[config.mk]
export PLATFORM = sky130hd
export DESIGN_NAME = ram_loader
export DESIGN_NICKNAME = d
export VERILOG_FILES = /design/src/rtl/ram_loader.sv
export SDC_FILE = /design/constraint.sdc
export NUM_CORES = 1
export LEC_CHECK = 0
export ABC_CLOCK_PERIOD_IN_PS = 4100
export CORE_ASPECT_RATIO = 0.75
export CORE_MARGIN = 2
export CORE_UTILIZATION = 52
export CTS_CLUSTER_SIZE = 12
export DETAILED_ROUTE_END_ITERATION = 16
export PLACE_DENSITY = 0.92
export SLEW_MARGIN = 5
export SYNTH_ARGS = -nofsm -noshare
export SYNTH_HDL_FRONTEND = slang
export SYNTH_SLANG_ARGS = --single-unit
[constraint.sdc]
create_clock -name clk -period 4.1 [get_ports clk]
set_clock_uncertainty 0.2 [all_clocks]
set_input_delay 1.025 -clock clk [delete_from_list [all_inputs] [get_ports clk]]
set_output_delay 1.025 -clock clk [all_outputs]
set_load 0.01 [all_outputs]
[src/rtl/ram_loader.sv]
// Program-load stage in front of the 16x8 program/data RAM.
// Passes the CPU memory path through when idle. On start, halts the CPU,
// streams a DEPTH-byte image plus a checksum byte into RAM, then reads the
// RAM back and re-sums it to confirm the contents before raising done/error.
module ram_loader #(
  parameter int DEPTH  = 16,
  parameter int ADDR_W = 4,
  parameter int DATA_W = 8
) (
  input  logic              clk,
  input  logic              reset,
  input  logic              start,
  input  logic [DATA_W-1:0] rx_data,
  input  logic              rx_valid,
  output logic              rx_ready,
  input  logic [ADDR_W-1:0] cpu_addr,
  input  logic              cpu_we,
  input  logic [DATA_W-1:0] cpu_wdata,
  output logic [ADDR_W-1:0] ram_addr,
  output logic              ram_we,
  output logic [DATA_W-1:0] ram_wdata,
  input  logic [DATA_W-1:0] ram_rdata,
  output logic              cpu_halt,
  output logic              busy,
  output logic              done,
  output logic              error
);

  // One extra bit so the counter can reach DEPTH (checksum slot / last verify cycle).
  localparam int               CNT_W     = ADDR_W + 1;
  localparam logic [CNT_W-1:0] CNT_DEPTH = CNT_W'(DEPTH);

  typedef enum logic [2:0] {
    S_IDLE,
    S_LOAD,
    S_VERIFY,
    S_DONE,
    S_ERROR
  } state_t;

  state_t              state_reg, state_next;
  logic [CNT_W-1:0]    cnt_reg, cnt_next;
  logic [DATA_W-1:0]   sum_reg, sum_next;
  logic [DATA_W-1:0]   ck_reg, ck_next;
  logic                done_reg, done_next;
  logic                error_reg, error_next;

  logic                addr_phase;
  logic [DATA_W-1:0]   sum_plus_rx;
  logic [DATA_W-1:0]   sum_plus_rd;

  // Modulo-2**DATA_W sums; the carry simply falls off the top.
  assign addr_phase  = (cnt_reg < CNT_DEPTH);
  assign sum_plus_rx = sum_reg + rx_data;
  assign sum_plus_rd = sum_reg + ram_rdata;

  assign cpu_halt = busy;
  assign done     = done_reg;
  assign error    = error_reg;

  // Next-state, datapath updates and RAM-port steering.
  always_comb begin
    state_next = state_reg;
    cnt_next   = cnt_reg;
    sum_next   = sum_reg;
    ck_next    = ck_reg;
    done_next  = done_reg;
    error_next = error_reg;
    ram_addr   = cpu_addr;
    ram_we     = cpu_we;
    ram_wdata  = cpu_wdata;
    rx_ready   = 1'b0;
    busy       = 1'b0;

    case (state_reg)
      S_IDLE, S_DONE, S_ERROR: begin
        if (start) begin
          state_next = S_LOAD;
          cnt_next   = '0;
          sum_next   = '0;
          done_next  = 1'b0;
          error_next = 1'b0;
        end
      end

      S_LOAD: begin
        busy      = 1'b1;
        rx_ready  = 1'b1;
        ram_addr  = cnt_reg[ADDR_W-1:0];
        ram_wdata = rx_data;
        ram_we    = rx_valid && addr_phase;
        // rx_ready is always high here, so a valid byte is an accepted byte.
        if (rx_valid) begin
          sum_next = sum_plus_rx;
          if (addr_phase) begin
            cnt_next = cnt_reg + 1'b1;
          end else begin
            // Checksum byte: kept, never written to RAM.
            ck_next = rx_data;
            if (sum_plus_rx != '0) begin
              state_next = S_ERROR;
              error_next = 1'b1;
            end else begin
              // Re-seed with the checksum so the read-back sum must also hit zero.
              state_next = S_VERIFY;
              cnt_next   = '0;
              sum_next   = rx_data;
            end
          end
        end
      end

      S_VERIFY: begin
        busy      = 1'b1;
        ram_we    = 1'b0;
        ram_wdata = '0;
        ram_addr  = cnt_reg[ADDR_W-1:0];
        cnt_next  = cnt_reg + 1'b1;
        // Read data lags the address by one cycle, so cycle 0 has nothing to add.
        if (cnt_reg != '0) begin
          sum_next = sum_plus_rd;
        end
        if (cnt_reg == CNT_DEPTH) begin
          if (sum_plus_rd == '0) begin
            state_next = S_DONE;
            done_next  = 1'b1;
          end else begin
            state_next = S_ERROR;
            error_next = 1'b1;
          end
        end
      end

      default: begin
        state_next = S_IDLE;
      end
    endcase
  end

  // State and datapath registers; reset abandons any load in progress.
  always_ff @(posedge clk) begin
    if (reset) begin
      state_reg <= S_IDLE;
      cnt_reg   <= '0;
      sum_reg   <= '0;
      ck_reg    <= '0;
      done_reg  <= 1'b0;
      error_reg <= 1'b0;
    end else begin
      state_reg <= state_next;
      cnt_reg   <= cnt_next;
      sum_reg   <= sum_next;
      ck_reg    <= ck_next;
      done_reg  <= done_next;
      error_reg <= error_next;
    end
  end

endmodule
## After elaboration in Yosys (flattened, before gate mapping)

Index checks and enable logic that the tools add are counted.

- Flip-flop bits (word level): 18
- Input port bits: 33

- Equal/unequal tests: 14
- $add $sub $neg: 3
- Mux-type cells: 33
- Magnitude comparators: 1
- Reduce and logical (&&, ||, !) cells: 14

Operators with widths:

| operator | number |
|---|---|
| 2-to-1 mux 8 bit | 5 |
| one-hot mux 8 bit (3 select lines) | 1 |
| 2-to-1 mux 5 bit | 4 |
| 2-to-1 mux 3 bit | 6 |
| adder 8 bit | 2 |
| != test 2 bit (second input constant) | 8 |
| one-hot mux 8 bit (2 select lines) | 1 |
| AND reduction 4 bit | 4 |
| one-hot mux 5 bit (3 select lines) | 1 |
| 2-to-1 mux 1 bit | 10 |
| one-hot mux 3 bit (3 select lines) | 1 |
| logical NOT 8 bit | 1 |
| nonzero test 8 bit | 1 |
| AND reduction 7 bit | 1 |
| equality test 3 x 2 -> 1 bit (second input constant) | 2 |
| adder 5 x 1 -> 5 bit (second input constant) | 1 |
| equality test 5 bit (second input constant) | 1 |
| less-than comparator 5 bit (second input constant) | 1 |
| nonzero test 5 bit | 1 |
| 2-to-1 mux 4 bit | 1 |
| one-hot mux 1 bit (2 select lines) | 2 |
| equality test 3 x 1 -> 1 bit (second input constant) | 1 |
| equality test 3 bit (second input constant) | 1 |
| logical NOT 3 bit | 1 |
| 7 further kinds | 7 |

## Logic depth before layout (Yosys ltp)

Gate-level depths: netlist of the first run.

- Word-level depth: 6
- Gate-level depth with buffers: 9
- Depth with buffers taken out: 9

## Least setup slack after synthesis of the first run

OpenSTA, ideal clock, no wires.

- Path kind: input -> register
- From: input rx_data[0]
- To: register cnt_reg[3]
- Arrival: 2955 ps
- Path slack: 826 ps
- Required time: 3780 ps
- Stages: 8
- Cells stage by stage: ha_1 fa_1 xor2_1 or3_1 a221oi_2 o21a_4 a211oi_4 a211o_1

- Longest elaborated chain between the ends: 4

Ends and longest elaborated chain:

| element | line | text |
|---|---|---|
| start: declaration | 13 | `input logic [DATA_W-1:0] rx_data,` |
| adder 8 bit | 54 | `assign sum_plus_rx = sum_reg + rx_data;` |
| nonzero test 8 bit | 100 | `if (sum_plus_rx != '0) begin` |
| != test 3 bit (no line) | -- |  |
| AND reduction 4 bit (no line) | -- |  |
| end signal: assignment | 151 | `cnt_reg <= cnt_next;` |
| end: declaration | 42 | `logic [CNT_W-1:0] cnt_reg, cnt_next;` |

Every way passes these cells.
A chain may end at the register's enable or synchronous reset.

## Worst setup path after layout of the first run

- From: register state_reg[0]
- To: output ram_addr[1]

- Longest elaborated chain between the ends: 3
- Elaborated cells on any way between the ends: 4
- Classes of those cells: eq/ne: 2; mux: 1; reduce/logical: 1

Ends and longest elaborated chain:

| element | line | text |
|---|---|---|
| start: declaration | 41 | `state_t state_reg, state_next;` |
| start signal: assignment | 150 | `state_reg <= state_next;` |
| equality test 3 x 2 -> 1 bit / equality test 3 x 1 -> 1 bit (equally long branches) | 75 | `case (state_reg)` |
| OR reduction 2 bit (no line) * | -- |  |
| 2-to-1 mux 4 bit * | 75 |  |
| end: declaration | 19 | `output logic [ADDR_W-1:0] ram_addr,` |

Every way passes the cells marked *; elsewhere a longest branch is shown, timed or not.

==> results of run 1 <==
logic make-up after synthesis:
family                     synth area share (%)
AOI/OAI and AO/OA                          38.8
xor gates and xnor gates                   2.31
adders and majority gates                  11.1
buffers and inverters                      6.65
DFF                                        15.8
and+or+nand+nor                            23.9
muxes                                      1.43
metrics by stage:
stage | std cells | hold slack, ns
final | 384 | 0.310
after floorplan | 283 | 0.268
after global routing | 384 | 0.327
after detailed placement | 381 | 0.292
after global placement | 381 | 0.273
after CTS | 384 | 0.307
how the worst max path moves through the flow:
stage,slack (ns),startpoint,cells after the start,to
floorplan,0.83,rx_data[0],8,cnt_reg[3]
global placement,0.22,rx_data[0],9,cnt_reg[3]
detailed placement,0.06,rx_data[0],9,cnt_reg[3]
CTS,0.22,state_reg[0],7,ram_addr[1]
global route,0.04,state_reg[0],7,ram_addr[0]
finish,0.17,state_reg[0],6,ram_addr[1]
worst max-delay path, delay by kind of cell (launching register included):
kind	cells	cell delay (ns)
and+or+nand+nor	2	0.75
AOI/OAI and AO/OA	1	0.17
buffers and inverters	3	0.90
DFF	1	0.61
layout make-up:
class	instances	area share, %
Clock buffer	3	1.44
Sequential cell	18	12.6
Multi-Input combinational cell	233	61.6
Timing Repair Buffer	59	19.8
Tap cell	55	2.40
Inverter	16	2.10
Yosys cell counts, types with 3 or more instances:
| cell type | number |
|---|---|
| nand4_1 | 6 |
| o21ai_0 | 8 |
| a31oi_1 | 4 |
| nand2b_1 | 8 |
| o211a_1 | 4 |
| o22ai_1 | 4 |
| a211oi_1 | 4 |
| dfxtp_1 | 18 |
| o21a_1 | 3 |
| a2111oi_0 | 3 |
| nand3_1 | 3 |
| o211ai_1 | 6 |
| clkbuf_1 | 3 |
| o21ai_1 | 7 |
| nand2_1 | 13 |
| a22o_1 | 8 |
| or2_1 | 3 |
| o21bai_1 | 3 |
| and2_1 | 6 |
| xor2_1 | 4 |
| nor2_1 | 21 |
| nor3_1 | 8 |
| nor3b_1 | 3 |
| ha_1 | 17 |
| buf_2 | 10 |
| a21o_1 | 6 |
| nor4b_1 | 3 |
| inv_1 | 16 |
| or3b_1 | 4 |
| a211oi_2 | 6 |
| o2111ai_1 | 3 |
| or3_1 | 5 |
| a21oi_1 | 13 |
cell usage in the layout, fill, tap and decap left out, drive strengths merged, types with 3 or more instances in the layout:
master / n
nand4: 6
a2111oi: 3
a221oi: 3
or2: 5
nand2: 13
a31oi: 4
clkbuf: 3
o211ai: 6
a21oi: 14
o21a: 4
o211a: 4
ha: 17
and2: 6
nand2b: 8
dfxtp: 18
o22ai: 4
nor4b: 3
buf: 9
a21o: 7
nand3: 3
or3: 5
nor3: 8
o21bai: 3
nor2: 21
a211oi: 11
o2111ai: 3
or3b: 6
o21ai: 17
a22o: 8
clkdlybuf4s50: 50
inv: 16
xor2: 4
nor3b: 3
per-layer routing:
| layer | track usage (%) | up-vias | wire, um |
|---|---|---|---|
| li1 | - | 1192 | - |
| met2 | 45.6 | 158 | 2960 |
| met1 | 39.9 | 1205 | 2960 |
| met5 | 0 | - | 0 |
| met3 | 6.01 | 18 | 754 |
| met4 | 6.78 | 0 | 120 |
power groups by stage:
| stage | Combinational, mW | Clock (mW) | Sequential [mW] |
|---|---|---|---|
| after floorplan | 0.330 | 0 | 0.206 |
| after detailed placement | 0.482 | 0 | 0.217 |
| final | 0.495 | 0.132 | 0.214 |
| after global placement | 0.464 | 0 | 0.215 |
| after global routing | 0.536 | 0.137 | 0.215 |
| after CTS | 0.486 | 0.127 | 0.212 |
==> summary.md, run 1 <==
| Metric | Value |
|---|---|
| Syn-to-layout area delta | 25.8% |
| Crit path kind | reg2out |
| Vias/cell | 6.70 |
| PortBufs | 50 |
| Clk slew on worst S/H paths | 0.08 ns |
| Worst path required time | 2.87 ns |
| Routability cong. | 0.914 |
| Final Core Density | 69.4% |
| Int Pwr | 486 uW |
| R2R setup slack | 1.18 ns |
| Tot Pwr | 841 uW |
| Final Instance Area | 2860 sq um |
| Final setup violation count | 0 |
| Fin crit period | 3.93 ns |
| Unique masters post-synth | 73 |
| Drc violations | 0 |
| Combinational fraction of design power | 58.9% |
| Top Ports | 51 |
| Max reg flops | 8 |
| Grt ovf | 0 |
| Post-synth EDFFs | 0 |
| Detailed Place HPWL | 5240 um |
| 1st-iter DRT viols | 300 |
| Switching share of power | 42.2% |
| Final nets | 383 |
| Crit path cell chain | or3b_2, inv_1, nor2_1, buf_4, o21ai_0, clkdlybuf4s50_1 |
| Fill count | 325 |
| Synthesized cell area | 2280 sq um |
| Worst path max stage delay | 0.61 ns |
| Switching pwr | 355 uW |
| Initial Util | 55.2% |
| Total track usage | 28.5% |
| Worst vdd ir | 0.000188 V |
| Clock Path Buffers | 2 |
| Share of cells above drive strength 1 | 10.6% |
| Max H-tree Level | 1 |
| CP Max Fanout | 14 |
| Hold path startpoint | error |
| Die X-Extent | 80.4 um |
| # Max-Cap Violations | 0 |
| Row count | 20 |
| Actual slew at the worst max-slew pin | 0.699 ns |
| Antenna diodes | 0 |
| Largest net degree at the start of global routing | 20 |
| Async SR Flop Fraction | 0% |
| Yosys reg bits | 18 |
| Hold Path Sink | error |
| Post_cts resized | 0 |
| CTS root buffer | clkbuf_8 |
| Startpoint types | flip-flop |
| Area leader, netlist | dfxtp_1 |
| Yosys top cell area share | 15.8% |
| Storage element area | 360 sq um |
| Post-route ant nets | 0 |
| Synth top area cells | dfxtp_1, ha_1, nor2_1, a211oi_2, a22o_1 |
| Core area | 4130 sq um |
| WL per Instance | 17.7 um |
| CTS Sinks | 18 |
| Min-Delay Path Class | reg2reg |
| CP endpoint kind | output port |
| Clock power frac | 15.7% |
| Flop pwr share | 25.4% |
| Via Count | 2,573 |
| RSZ-0062 raised after global routing | false |
| Mapped Avg Cell Area | 8.05 sq um |
| Reg-to-reg startpoint | sum_reg[0] |
| Antenna violations before repair | 0 |
| Area of the multi-input gates | 1770 sq um |
| DP Area | 2820 sq um |
| Power per Cell Area | 294 nW/um^2 |
| WL final | 6800 um |
| Max-slew violation count | 0 |
| Tcrit/Tclk final | 95.8% |
| R2r endpoint | cnt_reg[3] |
| Worst EP arrival | 2.70 ns |
| Syn nets | 335 |
| Vias in the first global route | 2,323 |
| CTS tree | done |
| Synth warnings | 0 |
| Outcome | finished clean |
| Hold Crit Depth | 1 |
| Hold Fails Final Rpt | 0 |
| Setup TNS | 0 ns |
| Clk_lat worst skew | 0.26 ns |
| Slowest-stage cell, CP | dfxtp_1 |
| TritonRoute pass-1 iters | 5 |
| Reg2Reg Depth | 8 |
| Mapped Cells | 283 |
| Die ar. | 4930 sq um |
| Post-CTS setup buffer count | 0 |
| Relative slew slack | 53.2% |
| # hold bufs at CTS | 0 |
| Die Y | 61.3 um |
| Pleak | 1.08 nW |
| CTS Buf Count | 3 |
| Register area share after synthesis | 15.8% |
| Final worst setup slack | 0.171 ns |
| First-pass GRT wire length | 11,100 um |
| Ys flop type | dfxtp_1 |
| Max frequency | 255 MHz |
| DP Worst Slack | 0.0601 ns |
Note: power is estimated with default switching activity, not from simulation.
==> run 2, diff against run 1 <==
- PLACE_DENSITY: 0.92 -> default
- PLACE_DENSITY_LB_ADDON: default -> 0.25
==> summary.md, run 2 (synthesized netlist as in run 1, its figures left out) <==
| Metric | Value |
|---|---|
| DP Area | 2820 sq um |
| Grt ovf | 0 |
| Fin crit period | 3.84 ns |
| Power per Cell Area | 291 nW/um^2 |
| Worst vdd ir | 0.000180 V |
| Final Core Density | 69.4% |
| Buf/Inv on CP | 3 |
| Via Count | 2,461 |
| Max H-tree Level | 1 |
| Max frequency | 260 MHz |
| Crit path cell chain | or3b_2, inv_1, nor2_1, buf_4, nand2_1, o21ai_0, clkdlybuf4s50_1 |
| Clk_lat worst skew | 0.26 ns |
| Setup TNS | 0 ns |
| Hold path startpoint | error |
| Worst EP arrival | 2.62 ns |
| Startpoint types | flip-flop |
| Min-Delay Path Class | reg2reg |
| First-pass GRT wire length | 11,100 um |
| Clk slew on worst S/H paths | 0.08 ns |
| # hold bufs at CTS | 0 |
| 1st-iter DRT viols | 270 |
| Worst path required time | 2.87 ns |
| Hold Crit Depth | 1 |
| Tcrit/Tclk final | 93.7% |
| Relative slew slack | 54.6% |
| Final setup violation count | 0 |
| R2r endpoint | cnt_reg[3] |
| Commonest non-fill, non-tap cell in the layout | clkdlybuf4s50_1 |
| CTS tree | done |
| CTS Sinks | 18 |
| # Max-Cap Violations | 0 |
| CTS root buffer | clkbuf_8 |
| Hold_ws | 0.303 ns |
| Clock Path Buffers | 2 |
| CP Max Fanout | 14 |
| Total track usage | 29.3% |
| R2R setup slack | 1.28 ns |
| WL final | 6710 um |
| Vias in the first global route | 2,280 |
| Largest net degree at the start of global routing | 20 |
| Vias/cell | 6.41 |
| Initial Util | 55.2% |
| Hold Fails Final Rpt | 0 |
| Reg2Reg Depth | 8 |
| Actual slew at the worst max-slew pin | 0.678 ns |
| Worst path max stage delay | 0.56 ns |
| Post_cts resized | 0 |
| Syn-to-layout area delta | 25.8% |
| Detailed Place HPWL | 5170 um |
| Routability cong. | 0.876 |
| Post-CTS setup buffer count | 0 |
| CP endpoint kind | output port |
| Max-slew violation count | 0 |
| Crit path max-delay family | simple AND/OR/NAND/NOR gates |
| Die Y | 61.3 um |
| Pleak | 1.08 nW |
| Max reg flops | 8 |
| Antenna violations before repair | 0 |
| Final Instance Area | 2860 sq um |
| Final nets | 383 |
| Outcome | finished clean |
| TritonRoute pass-1 iters | 5 |
| Antenna diodes | 0 |
| Hold Path Sink | error |
| Share of cells above drive strength 1 | 10.6% |
| PortBufs | 50 |
| Die ar. | 4930 sq um |
| RSZ-0062 raised after global routing | false |
| Die X-Extent | 80.4 um |
| Top Ports | 51 |
| Slowest-stage cell, CP | clkdlybuf4s50_1 |
| Drc violations | 0 |
| WL per Instance | 17.5 um |
| Crit path kind | reg2out |
| CTS Buf Count | 3 |
| Core area | 4130 sq um |
| Row count | 20 |
| Reg-to-reg startpoint | sum_reg[0] |
| Commonest cells after routing, fill and taps aside | clkdlybuf4s50_1, nor2_1, dfxtp_1 |
| Post-route ant nets | 0 |
-- run 2: cell counts in the layout (fill, tap and decap cells not counted) --
No cell type changed its count.
-- run 2: area by class of cell --
type                            count  area [sq um]
Timing Repair Buffer               59           568
Multi-Input combinational cell    233          1770
Sequential cell                    18           360
Tap cell                           55          68.8
Fill cell                         352          1260
Clock buffer                        3          41.3
Inverter                           16          60.1
-- run 2: how the worst max path moves through the flow --
stage	from	endpoint	slack [ns]	depth (start not counted)
2_1_floorplan	rx_data[0]	cnt_reg[3]	0.83	8
3_3_place_gp	rx_data[0]	cnt_reg[3]	0.22	9
3_5_place_dp	rx_data[0]	cnt_reg[3]	0.16	9
4_1_cts	state_reg[0]	ram_addr[0]	0.27	7
5_1_grt	state_reg[0]	ram_addr[0]	0.07	7
6_report	state_reg[0]	ram_addr[0]	0.26	7
-- run 2: where the power goes --
group / switching (mW) / internal [mW]
registers: 0.0233 / 0.190
logic: 0.261 / 0.231
clock network: 0.0637 / 0.0654
total: 0.348 / 0.486
-- run 2: routing by layer --
metal	part of all wire, %	GRT usage [%]	up-vias	wire length [um]
met5	0	0	-	0
li1	-	-	1193	-
met2	43	46.8	121	2910
met3	8.7	4.69	2	582
met4	0.30	5.57	0	20
met1	48	42.4	1145	3200
-- run 2: metrics by stage --
| step | total power [mW] | std cells | setup slack [ns] |
|---|---|---|---|
| after floorplan | 0.536 | 283 | 0.826 |
| after global placement | 0.685 | 381 | 0.218 |
| after detailed placement | 0.696 | 381 | 0.164 |
| after CTS | 0.824 | 384 | 0.269 |
| after global routing | 0.889 | 384 | 0.0711 |
| final | 0.834 | 384 | 0.259 |
==> RTL edit 1, RTL diff (settings of run 1) <==
Register the output `error` once more, with the module's reset; this adds one clock of latency there. The other outputs are not delayed to match.
--- a/src/rtl/ram_loader.sv
+++ b/src/rtl/ram_loader.sv
@@ -56,7 +56,13 @@
 
   assign cpu_halt = busy;
   assign done     = done_reg;
-  assign error    = error_reg;
+  always_ff @(posedge clk) begin
+    if (reset) begin
+      error <= '0;
+    end else begin
+      error <= error_reg;
+    end
+  end
 
   // Next-state, datapath updates and RAM-port steering.
   always_comb begin
Formal check against the unedited RTL: no difference found for any inputs over 10 cycles, from zero or initial values and one cycle with reset high; that may be too few to reach the edited logic, so the function may still have changed.
==> RTL edit 1 against run 1 <==
  * Area after synthesis is 11% lower
  * Sequential cell count is 1 higher
  * Critical path depth stayed put
  * Routed wire length is 16% lower
  * Combinational power is 29% lower
  * Setup slack better by 0.075 ns
  * Total power is 17% lower
  * Cell area is 8.8% lower
  * Critical endpoint is now ram_wdata[4]
  * Largest power group unchanged
  * Highest routed layer unchanged
==> RTL edit 1: results (changes against run 1) <==
| Metric | Value |
|---|---|
| Met2 WL post-DR | `2490 µm (-16%)` |
| GRT met1 Usage | `38.1% (-1.7 points)` |
| Fill cells | `310 (-4.6%)` |
| Dpl cells | `355 (-6.8%)` |
| Hold EP | `error` |
| Met3 routed WL | `542 µm (-28%)` |
| Via count | `2198 (-15%)` |
| First-pass GRT wire length | `9770 µm (-12%)` |
| Met2 Track Usage GR | `41.6% (-4.0 points)` |
| Post-DP HPWL | `4290 µm (-18%)` |
| Global Route met3 Usage | `6.54% (+0.53 points)` |
| LEAKAGE | `1.05 nW (-3.2%)` |
| Status | `complete, no violations` |
| Min-delay src | `error_reg` |
| Switching Share | `37.0% (-5.2 points)` |
| Worst VDD drop | `0.000180 V (-4.1%)` |
| Synth Instances | `261 (-7.8%)` |
| GP Congestion | `0.906 (-0.92%)` |
| Highest-delay cell along the critical path | `or3b_2` |
| Number of global-route vias before repair | `2090 (-10%)` |
| Initial drt markers | `183 (-39%)` |
| Worst r2r src | `sum_reg[1]` |
| Max FO, Critical Path | `23 (+9)` |
| Ratio of cells with drive above 1 in the final layout | `7.17% (-3.5 points)` |
| Reg2reg end | `cnt_reg[1]` |
| Largest net degree at the start of global routing | `24 (+20%)` |
| Avg Vias per Cell | `6.12 (-8.6%)` |
| TritonRoute pass-1 iters | `4 (-1)` |
| Fmax | `259 MHz (+1.9%)` |
-- RTL edit 1: power by group through the flow --
stage                     sequential, W  clock [W]  combinational [W]
after CTS                      0.000213   0.000138           0.000346
after global routing           0.000215   0.000140           0.000385
final                          0.000213   0.000134           0.000349
after floorplan                0.000210          0           0.000233
after detailed placement       0.000217          0           0.000343
after global placement         0.000217          0           0.000335
-- RTL edit 1: area by class of cell --
class / instances / area share, %
Inverter: 12 / 1.72
Multi-Input combinational cell: 217 / 58.9
Clock buffer: 4 / 1.72
Timing Repair Buffer: 55 / 20.6
Tap cell: 52 / 2.49
Sequential cell: 19 / 14.6
-- RTL edit 1: kinds of logic after synthesis --
group,after synthesis,synth area share (%)
compound gates,84,31.1
xor+xnor,12,5.17
fa+ha+maj,19,12.4
buf+inv,25,5.60
flops,19,18.7
mux,6,3.08
simple gates,96,23.9
==> RTL edit 2, RTL diff (config.mk and constraints of run 1) <==
Made on the original files. Change the parameter `DATA_W` from 8 to 6.
--- a/src/rtl/ram_loader.sv
+++ b/src/rtl/ram_loader.sv
@@ -5,7 +5,7 @@
 module ram_loader #(
   parameter int DEPTH  = 16,
   parameter int ADDR_W = 4,
-  parameter int DATA_W = 8
+  parameter int DATA_W = 6
 ) (
   input  logic              clk,
   input  logic              reset,
Interface: changed (resized cpu_wdata, ram_rdata, ram_wdata and rx_data); port bits go from 51 to 43. No check against the original RTL was run, so the function may have changed too.
==> RTL edit 2 against run 1 <==
  * Area after synthesis fell by 28%
  * Count of clock-buffer cells in the layout rose by 1
  * Sequential cell count fell by 2
  * Setup slack improved by 0.18 ns
  * Critical path depth rose by 4
  * Critical path type is now primary input to flop
  * Clock power rose by 9%
  * Routed wire length fell by 35%
  * Cell area fell by 25%
  * Total power fell by 30%
==> RTL edit 2: results (changes against run 1) <==
| Metric | Value |
|---|---|
| Clk tree area frac | `2.58% (+1.1 points)` |
| Avg WL per Cell | `15.7 µm (-11%)` |
| TritonRoute pass-1 iters | `4 (-1)` |
| CLK BUF | `4 (+1)` |
| Seq/Total Area, Yosys | `19.5% (+3.6 points)` |
| Status | `complete, no violations` |
| Worst path max stage delay | `0.51 ns (-0.10 ns)` |
| Met2 Track Usage GR | `43.8% (-1.8 points)` |
| GP Congestion | `0.907 (-0.77%)` |
| Worst VDD drop | `0.000173 V (-7.9%)` |
| GRT met1 Usage | `37.0% (-2.9 points)` |
| Non-clock buffers | `45 (-24%)` |
| Via count | `1708 (-34%)` |
| Seq area share | `15.0% (+2.4 points)` |
| Logic inverters | `13 (-3)` |
| Count of cell types in the netlist | `57 (-22%)` |
| Setup CP Type | `primary input to flop` |
| LEAKAGE | `0.812 nW (-25%)` |
| Multi-In Gates | `167 (-28%)` |
| Highest-delay cell along the critical path | `clkdlybuf4s50_1` |
| Hold EP | `done` |
| First-pass GRT wire length | `7370 µm (-33%)` |
| Worst hold stages | `2 (+1)` |
| R2R Setup Slk | `1.29 ns (+0.11 ns)` |
| Clock-pin slew of the registers on the worst-case setup and hold paths | `0.06 ns (-0.02 ns)` |
| Fill cells | `241 (-26%)` |
| Initial drt markers | `87 (-71%)` |
| Port-buffer cells | `42 (-16%)` |
| Routed wire length | `4450 µm (-35%)` |
| Period utilization | `91.4% (-4.4 points)` |
| Top post-synthesis cells by area | `dfxtp_1 19%, ha_1 9.9%, nor2_1 5.0%, a21oi_1 4.9%, a22o_1 3.2%` |
| Post-synth top cells | `22 x nor2_1, 16 x a21oi_1, 16 x dfxtp_1, 13 x ha_1, 13 x nand2_1` |
| Crit end category | `flop` |
-- RTL edit 2: power by group --
part	switching [W]	internal (W)	total, W	leakage, nW
Clock	0.0000590	0.0000853	0.000144	0.0288
Sequential	0.0000134	0.000166	0.000179	0.131
Combinational	0.000138	0.000131	0.000268	0.653
-- RTL edit 2: kinds of logic after synthesis --
| logic type | synth area share (%) |
|---|---|
| AND/OR/NAND/NOR | 24.5 |
| AO/OA/AOI/OAI | 31.4 |
| buffers and inverters | 6.31 |
| flip-flops | 19.5 |
| adder cells (fa/ha/maj) | 12.3 |
| XOR/XNOR | 4.64 |
| multiplexers | 1.37 |
-- RTL edit 2: through the flow --
step	setup slack, ns	util, %	hold WS (ns)	total power (W)
final	0.351	71.7	0.268	0.000592
after global routing	0.226	71.7	0.294	0.000625
after CTS	0.396	71.7	0.271	0.000590
after detailed placement	0.150	69.9	0.260	0.000447
after global placement	0.278	69.9	0.242	0.000439
after floorplan	0.959	-	0.263	0.000351
